===== config.mk =====
export PLATFORM = sky130hd
export DESIGN_NAME = fetch_pc_unit
export DESIGN_NICKNAME = d
export VERILOG_FILES = /design/src/rtl/fetch_pkg.sv /design/src/rtl/ifid_pipe_reg.sv /design/src/rtl/fetch_pc_unit.sv
export SDC_FILE = /design/constraint.sdc
export NUM_CORES = 1
export LEC_CHECK = 0
export CAP_MARGIN = 10
export CORE_ASPECT_RATIO = 2
export CORE_MARGIN = 4
export CORE_UTILIZATION = 35
export DETAILED_ROUTE_END_ITERATION = 12
export SLEW_MARGIN = 20
export SYNTH_ARGS = -nofsm -noshare
export SYNTH_HDL_FRONTEND = slang
export SYNTH_SLANG_ARGS = --single-unit

===== constraint.sdc =====
create_clock -name clk -period 2.1 [get_ports clk]
set_input_delay 0.63 -clock clk [delete_from_list [all_inputs] [get_ports clk]]
set_output_delay 0.63 -clock clk [all_outputs]
set_load 0.03 [all_outputs]

===== src/rtl/fetch_pkg.sv =====
// Shared definitions for the instruction-fetch stage: FSM encoding, halt/NOP constants
// and the opcode field position inside an instruction word.
package fetch_pkg;

  typedef enum logic [1:0] {
    BOOT   = 2'd0,
    RUN    = 2'd1,
    HALTED = 2'd2
  } fetch_state_e;

  localparam logic [3:0]  HALT_OPCODE_DEF = 4'hF;
  localparam logic [15:0] NOP_INSTR_DEF   = 16'h0000;

  localparam int OPC_MSB = 15;
  localparam int OPC_LSB = 12;

endpackage


===== src/rtl/ifid_pipe_reg.sv =====
// IF/ID pipeline register: flush (insert NOP, clear valid) beats load; neither means hold.
module ifid_pipe_reg #(
  parameter int                   ADDR_W    = 16,
  parameter int                   INSTR_W   = 16,
  parameter logic [INSTR_W-1:0]   NOP_INSTR = '0
) (
  input  logic               clk,
  input  logic               rst,
  input  logic               load,
  input  logic               flush,
  input  logic [INSTR_W-1:0] instr,
  input  logic [ADDR_W-1:0]  pc_plus2,
  output logic [INSTR_W-1:0] instr_out,
  output logic [ADDR_W-1:0]  pc_plus2_out,
  output logic               valid_out
);

  logic [INSTR_W-1:0] instr_q, instr_d;
  logic [ADDR_W-1:0]  pc_plus2_q, pc_plus2_d;
  logic               valid_q, valid_d;

  // The link value is left untouched on flush; only valid gates its use downstream.
  always_comb begin
    instr_d    = instr_q;
    pc_plus2_d = pc_plus2_q;
    valid_d    = valid_q;
    if (flush) begin
      instr_d = NOP_INSTR;
      valid_d = 1'b0;
    end else if (load) begin
      instr_d    = instr;
      pc_plus2_d = pc_plus2;
      valid_d    = 1'b1;
    end
  end

  always_ff @(posedge clk or posedge rst) begin
    if (rst) begin
      instr_q    <= NOP_INSTR;
      pc_plus2_q <= '0;
      valid_q    <= 1'b0;
    end else begin
      instr_q    <= instr_d;
      pc_plus2_q <= pc_plus2_d;
      valid_q    <= valid_d;
    end
  end

  assign instr_out    = instr_q;
  assign pc_plus2_out = pc_plus2_q;
  assign valid_out    = valid_q;

endmodule


===== src/rtl/fetch_pc_unit.sv =====
// Instruction-fetch stage: PC register, next-PC mux, BOOT/RUN/HALTED FSM and IF/ID register.
// Optional perf counters (fetch_count/stall_count) are built when FETCH_PERF_CNT_EN is defined.
module fetch_pc_unit
  import fetch_pkg::*;
#(
  parameter int                 ADDR_W      = 16,
  parameter int                 INSTR_W     = 16,
  parameter logic [ADDR_W-1:0]  RESET_PC    = '0,
  parameter int                 PC_INC      = 2,
  parameter logic [3:0]         HALT_OPCODE = HALT_OPCODE_DEF,
  parameter logic [INSTR_W-1:0] NOP_INSTR   = INSTR_W'(NOP_INSTR_DEF)
) (
  input  logic               clk,
  input  logic               rst,
  output logic [ADDR_W-1:0]  pc_out,
  input  logic [INSTR_W-1:0] instr_in,
  input  logic               stall,
  input  logic               redirect_valid,
  input  logic [ADDR_W-1:0]  redirect_target,
  output logic [INSTR_W-1:0] ifid_instr,
  output logic [ADDR_W-1:0]  ifid_pc_plus2,
  output logic               ifid_valid,
  output logic               halted,
  output logic [1:0]         dbg_state
`ifdef FETCH_PERF_CNT_EN
  ,
  output logic [15:0]        fetch_count,
  output logic [15:0]        stall_count
`endif
);

  fetch_state_e      state_q, state_d;
  logic [ADDR_W-1:0] pc_q, pc_d;
  logic              halted_q, halted_d;

  logic              ifid_load, ifid_flush;
  logic              fetch_evt, stall_evt;
  logic [ADDR_W-1:0] pc_seq;
  logic [ADDR_W-1:0] target_aligned;
  logic              is_halt;

  assign pc_seq         = pc_q + ADDR_W'(PC_INC);
  assign target_aligned = redirect_target & ~{{(ADDR_W-1){1'b0}}, 1'b1};
  assign is_halt        = (instr_in[OPC_MSB:OPC_LSB] == HALT_OPCODE);

  // Priority in RUN and HALTED is redirect > stall > advance; redirect ignores stall.
  always_comb begin
    state_d    = state_q;
    pc_d       = pc_q;
    ifid_load  = 1'b0;
    ifid_flush = 1'b0;
    fetch_evt  = 1'b0;
    stall_evt  = 1'b0;
    case (state_q)
      BOOT: begin
        state_d = RUN;
      end
      RUN: begin
        if (redirect_valid) begin
          pc_d       = target_aligned;
          ifid_flush = 1'b1;
        end else if (stall) begin
          stall_evt = 1'b1;
        end else begin
          ifid_load = 1'b1;
          fetch_evt = 1'b1;
          if (is_halt) state_d = HALTED;
          else         pc_d    = pc_seq;
        end
      end
      HALTED: begin
        if (redirect_valid) begin
          pc_d       = target_aligned;
          ifid_flush = 1'b1;
          state_d    = RUN;
        end else if (stall) begin
          stall_evt = 1'b1;
        end else begin
          // Drains the captured halt word so decode sees it exactly once.
          ifid_flush = 1'b1;
        end
      end
      default: state_d = BOOT;
    endcase
    halted_d = (state_d == HALTED);
  end

  always_ff @(posedge clk or posedge rst) begin
    if (rst) begin
      state_q  <= BOOT;
      pc_q     <= RESET_PC;
      halted_q <= 1'b0;
    end else begin
      state_q  <= state_d;
      pc_q     <= pc_d;
      halted_q <= halted_d;
    end
  end

  ifid_pipe_reg #(
    .ADDR_W   (ADDR_W),
    .INSTR_W  (INSTR_W),
    .NOP_INSTR(NOP_INSTR)
  ) u_ifid (
    .clk         (clk),
    .rst         (rst),
    .load        (ifid_load),
    .flush       (ifid_flush),
    .instr       (instr_in),
    .pc_plus2    (pc_seq),
    .instr_out   (ifid_instr),
    .pc_plus2_out(ifid_pc_plus2),
    .valid_out   (ifid_valid)
  );

  assign pc_out    = pc_q;
  assign halted    = halted_q;
  assign dbg_state = state_q;

`ifdef FETCH_PERF_CNT_EN
  logic [15:0] fetch_cnt_q, fetch_cnt_d;
  logic [15:0] stall_cnt_q, stall_cnt_d;

  // Both counters saturate at all-ones rather than wrapping.
  always_comb begin
    fetch_cnt_d = fetch_cnt_q;
    stall_cnt_d = stall_cnt_q;
    if (fetch_evt && (fetch_cnt_q != 16'hFFFF)) fetch_cnt_d = fetch_cnt_q + 16'd1;
    if (stall_evt && (stall_cnt_q != 16'hFFFF)) stall_cnt_d = stall_cnt_q + 16'd1;
  end

  always_ff @(posedge clk or posedge rst) begin
    if (rst) begin
      fetch_cnt_q <= '0;
      stall_cnt_q <= '0;
    end else begin
      fetch_cnt_q <= fetch_cnt_d;
      stall_cnt_q <= stall_cnt_d;
    end
  end

  assign fetch_count = fetch_cnt_q;
  assign stall_count = stall_cnt_q;
`else
  logic unused_evt;
  assign unused_evt = fetch_evt ^ stall_evt;
`endif

endmodule


==> impl_metrics.ini <==
[logic_synthesis]
synthArstFlopShare = 1.000
yosysWarnings = 0
synth.top_cell.area_share = 0.5030
synth-edff-count = 0
yosysTopAreaCell = dfrtp_1
synth_area_mm2 = 0.002487
yosys-top-cells-area = dfrtp_1 50%, a22o_1 5.6%, nand2_1 4.5%, a21oi_1 3.2%, o21ai_0 3.2%
avgSynthCellArea_um2 = 9.910
ys_ff_latch = 50
seq_area_frac_synth = 0.5030
yosysUniqueCellTypes = 41
ys_dominant_reg_cell = dfrtp_1
synth_cells = 251

[worst_setup_path]
path_buf_inv = 1
worstReg2RegEnd = pc_out[13]$_DFFE_PP0P_
crit_fanout = 5
end_kind = output port
path_cells = clkdlybuf4s50_1
rrSetupSlack_ns = 0.15
worst_ep_required_time_ns = 1.47
r2r_cells = 7
crit_arrival_ns = 1.40
slowest_stage = clkdlybuf4s50_1
path_class = reg2out
cp_top_family = buffers and inverters
startpoint_type = register
crit_path_max_incr_delay_ns = 0.70
r2r_start = dbg_state[0]$_DFF_PP0_

[sta]
report.final.slew_viol_count = 0
rsz0062_at_grt = false
setup_violations = 0
hold_slack_ns = 0.4777
period_minus_slack_ns = 2.034
clock.fmax_mhz = 491.5
finalHoldViolCount = 0
fin_crit_sh = 0.9688
fin_worst_skew_ns = 0.001914

[place]
place_congestion = 0.7777
portBuffers = 84
dp_cells = 430
dpl_cell_area_mm2 = 0.003590
place_hpwl_mm = 5.140

[layout]
multiInputGateArea_mm2 = 0.001132
nFillCells = 610
area_growth_pct = 51.21
diodes = 0
seq_area_mm2 = 0.001252
layout_commonest_cell = clkdlybuf4s50_1
final_cell_mix = 74 x clkdlybuf4s50_1, 49 x dfrtp_1, 30 x nand2_1
drive_gt1_frac = 0.1207
fin_nets = 388
fin_area_mm2 = 0.003761
fin_cells = 438

[clock_tree]
insertion_delay_ns = 0.28
cts-root-buf = clkbuf_16
clk_pin_slew_ns = 0.06
htree_levels = 2
cts_tree = built
clkSinkCount = 50
cts_buffer_depth = 2
numCtsBuffers = 5

[run]
cap_violations = 0

[global_routing]
grt_pass1_vias = 2284
grt_pass1_wl_mm = 11.04
use_met3 = 0.02551
met2_usage = 0.3061
busiest_layer = met2
gr-usage-met1 = 0.1847
grt_antenna_before_repair = 0
grt_max_degree = 31
track_usage = 0.1668
grt_overflow = 0

[detailed_routing]
routed_wirelength_mm = 6.640
vias = 2181
postRouteAntennaNets = 0
first_pass_iters = 4
routed_via_density = 4.979
drt_iter0_markers = 75
wl_per_cell_um = 15.16
route.detailed.drc = 0

[floorplan]
start_util = 0.3584
fp-row-count = 43
dieArea_mm2 = 0.008601
coreArea_mm2 = 0.006940
ios = 88
chipWidth_um = 67.61
die_y_um = 127.2

[hold_path]
hold_path.class = reg2reg
holdPathEnd = u_ifid.pc_plus2_out[10]$_DFFE_PP0P_
hold_start = u_ifid.pc_plus2_out[10]$_DFFE_PP0P_
hold_depth = 2

[power_and_ir_drop]
vdd_drop_max_uv = 632.7
p_total_mw = 5.913
leakage_nw = 1.652
power_density_mw_per_mm2 = 1572

[run_status]
outcome = complete, no violations
==> cell usage after synthesis (2+ instances only) <==
master / n
clkbuf_1: 6
ha_1: 5
mux2i_1: 2
nand4_1: 3
o22ai_1: 5
nand2_1: 30
inv_1: 6
a22o_1: 16
a21oi_1: 16
xnor2_1: 6
nand3_1: 9
and4_1: 2
buf_2: 9
dfrtp_1: 50
o21ai_0: 16
o21ai_1: 12
a2bb2oi_1: 9
buf_4: 3
and3_1: 3
xor2_1: 7
a31oi_1: 4
o21a_1: 2
nor4_2: 2
nor2_1: 11
==> logic make-up (layout without fill, tap and decap cells) <==
kind of cell	count (synthesis)	after routing	synth area share
other	1	2	0.001508
adder cells (fa/ha/maj)	5	5	0.02515
XOR/XNOR	13	13	0.04577
AND/OR/NAND/NOR	70	70	0.1424
buffers and inverters	25	121	0.04678
AO/OA/AOI/OAI	85	85	0.2274
flip-flops	50	50	0.5030
multiplexers	2	2	0.008049
==> metal layers <==
metal  up-vias  wire (um)
met5         -          0
met4         0        119
met3         7        297
met2        57       3718
met1      1024       2504
li1       1093          -
==> power breakdown <==
group / internal [mW] / total (mW) / switching (mW) / leakage (nW)
sequential: 1.42 / 1.79 / 0.370 / 0.609
clock: 0.472 / 0.803 / 0.331 / 0.0739
combinational: 1.47 / 3.32 / 1.85 / 0.969
==> worst max path at each step <==
stage / end / start / cells after the start / slack [ns]
5_1_grt: pc_out[7]$_DFFE_PP0P_ / dbg_state[0]$_DFF_PP0_ / 7 / 0.02
3_3_place_gp: pc_out[6]$_DFFE_PP0P_ / instr_in[15] / 6 / -0.11
2_1_floorplan: u_ifid.pc_plus2_out[1]$_DFFE_PP0P_ / dbg_state[1]$_DFF_PP0_ / 8 / 0.02
3_5_place_dp: pc_out[13]$_DFFE_PP0P_ / instr_in[15] / 6 / -0.15
6_report: dbg_state[1] / dbg_state[1]$_DFF_PP0_ / 1 / 0.07
4_1_cts: pc_out[4] / pc_out[4]$_DFFE_PP0P_ / 1 / 0.006
==> through the flow <==
step	setup TNS, ns	worst slack, ns	utilization
floorplan	0	0.02265	-
global placement	-2.391	-0.1146	0.5172
detailed placement	-3.220	-0.1455	0.5172
CTS	0	0.005647	0.5381
global route	0	0.01939	0.5419
finish	0	0.06562	0.5419
==> registers in the layout, summed over array words and instances, names as in the netlist <==
name / count
pc_out: 15
u_ifid.pc_plus2_out: 15
halted: 1
u_ifid.valid_out: 1
u_ifid.instr_out: 16
dbg_state: 2
==> final cells by class <==
| type | instances | share of cell area |
|---|---|---|
| Sequential cell | 50 | 0.3330 |
| Clock buffer | 7 | 0.03792 |
| Inverter | 6 | 0.005988 |
| Clock inverter | 1 | 0.001331 |
| Multi-Input combinational cell | 177 | 0.3011 |
| Tap cell | 90 | 0.02994 |
| Timing Repair Buffer | 107 | 0.2908 |
==> what timing repair did <==
item / 4_1_cts / 5_1_grt
resized for setup: 2 / 9
hold endpoints to repair: 0 / 0
buffers inserted: 0 / 0
gates cloned: 0 / 0
hold buffers: 0 / 0
endpoints found under the setup margin: 2 / 9
Power figures use the tool's default switching activity.
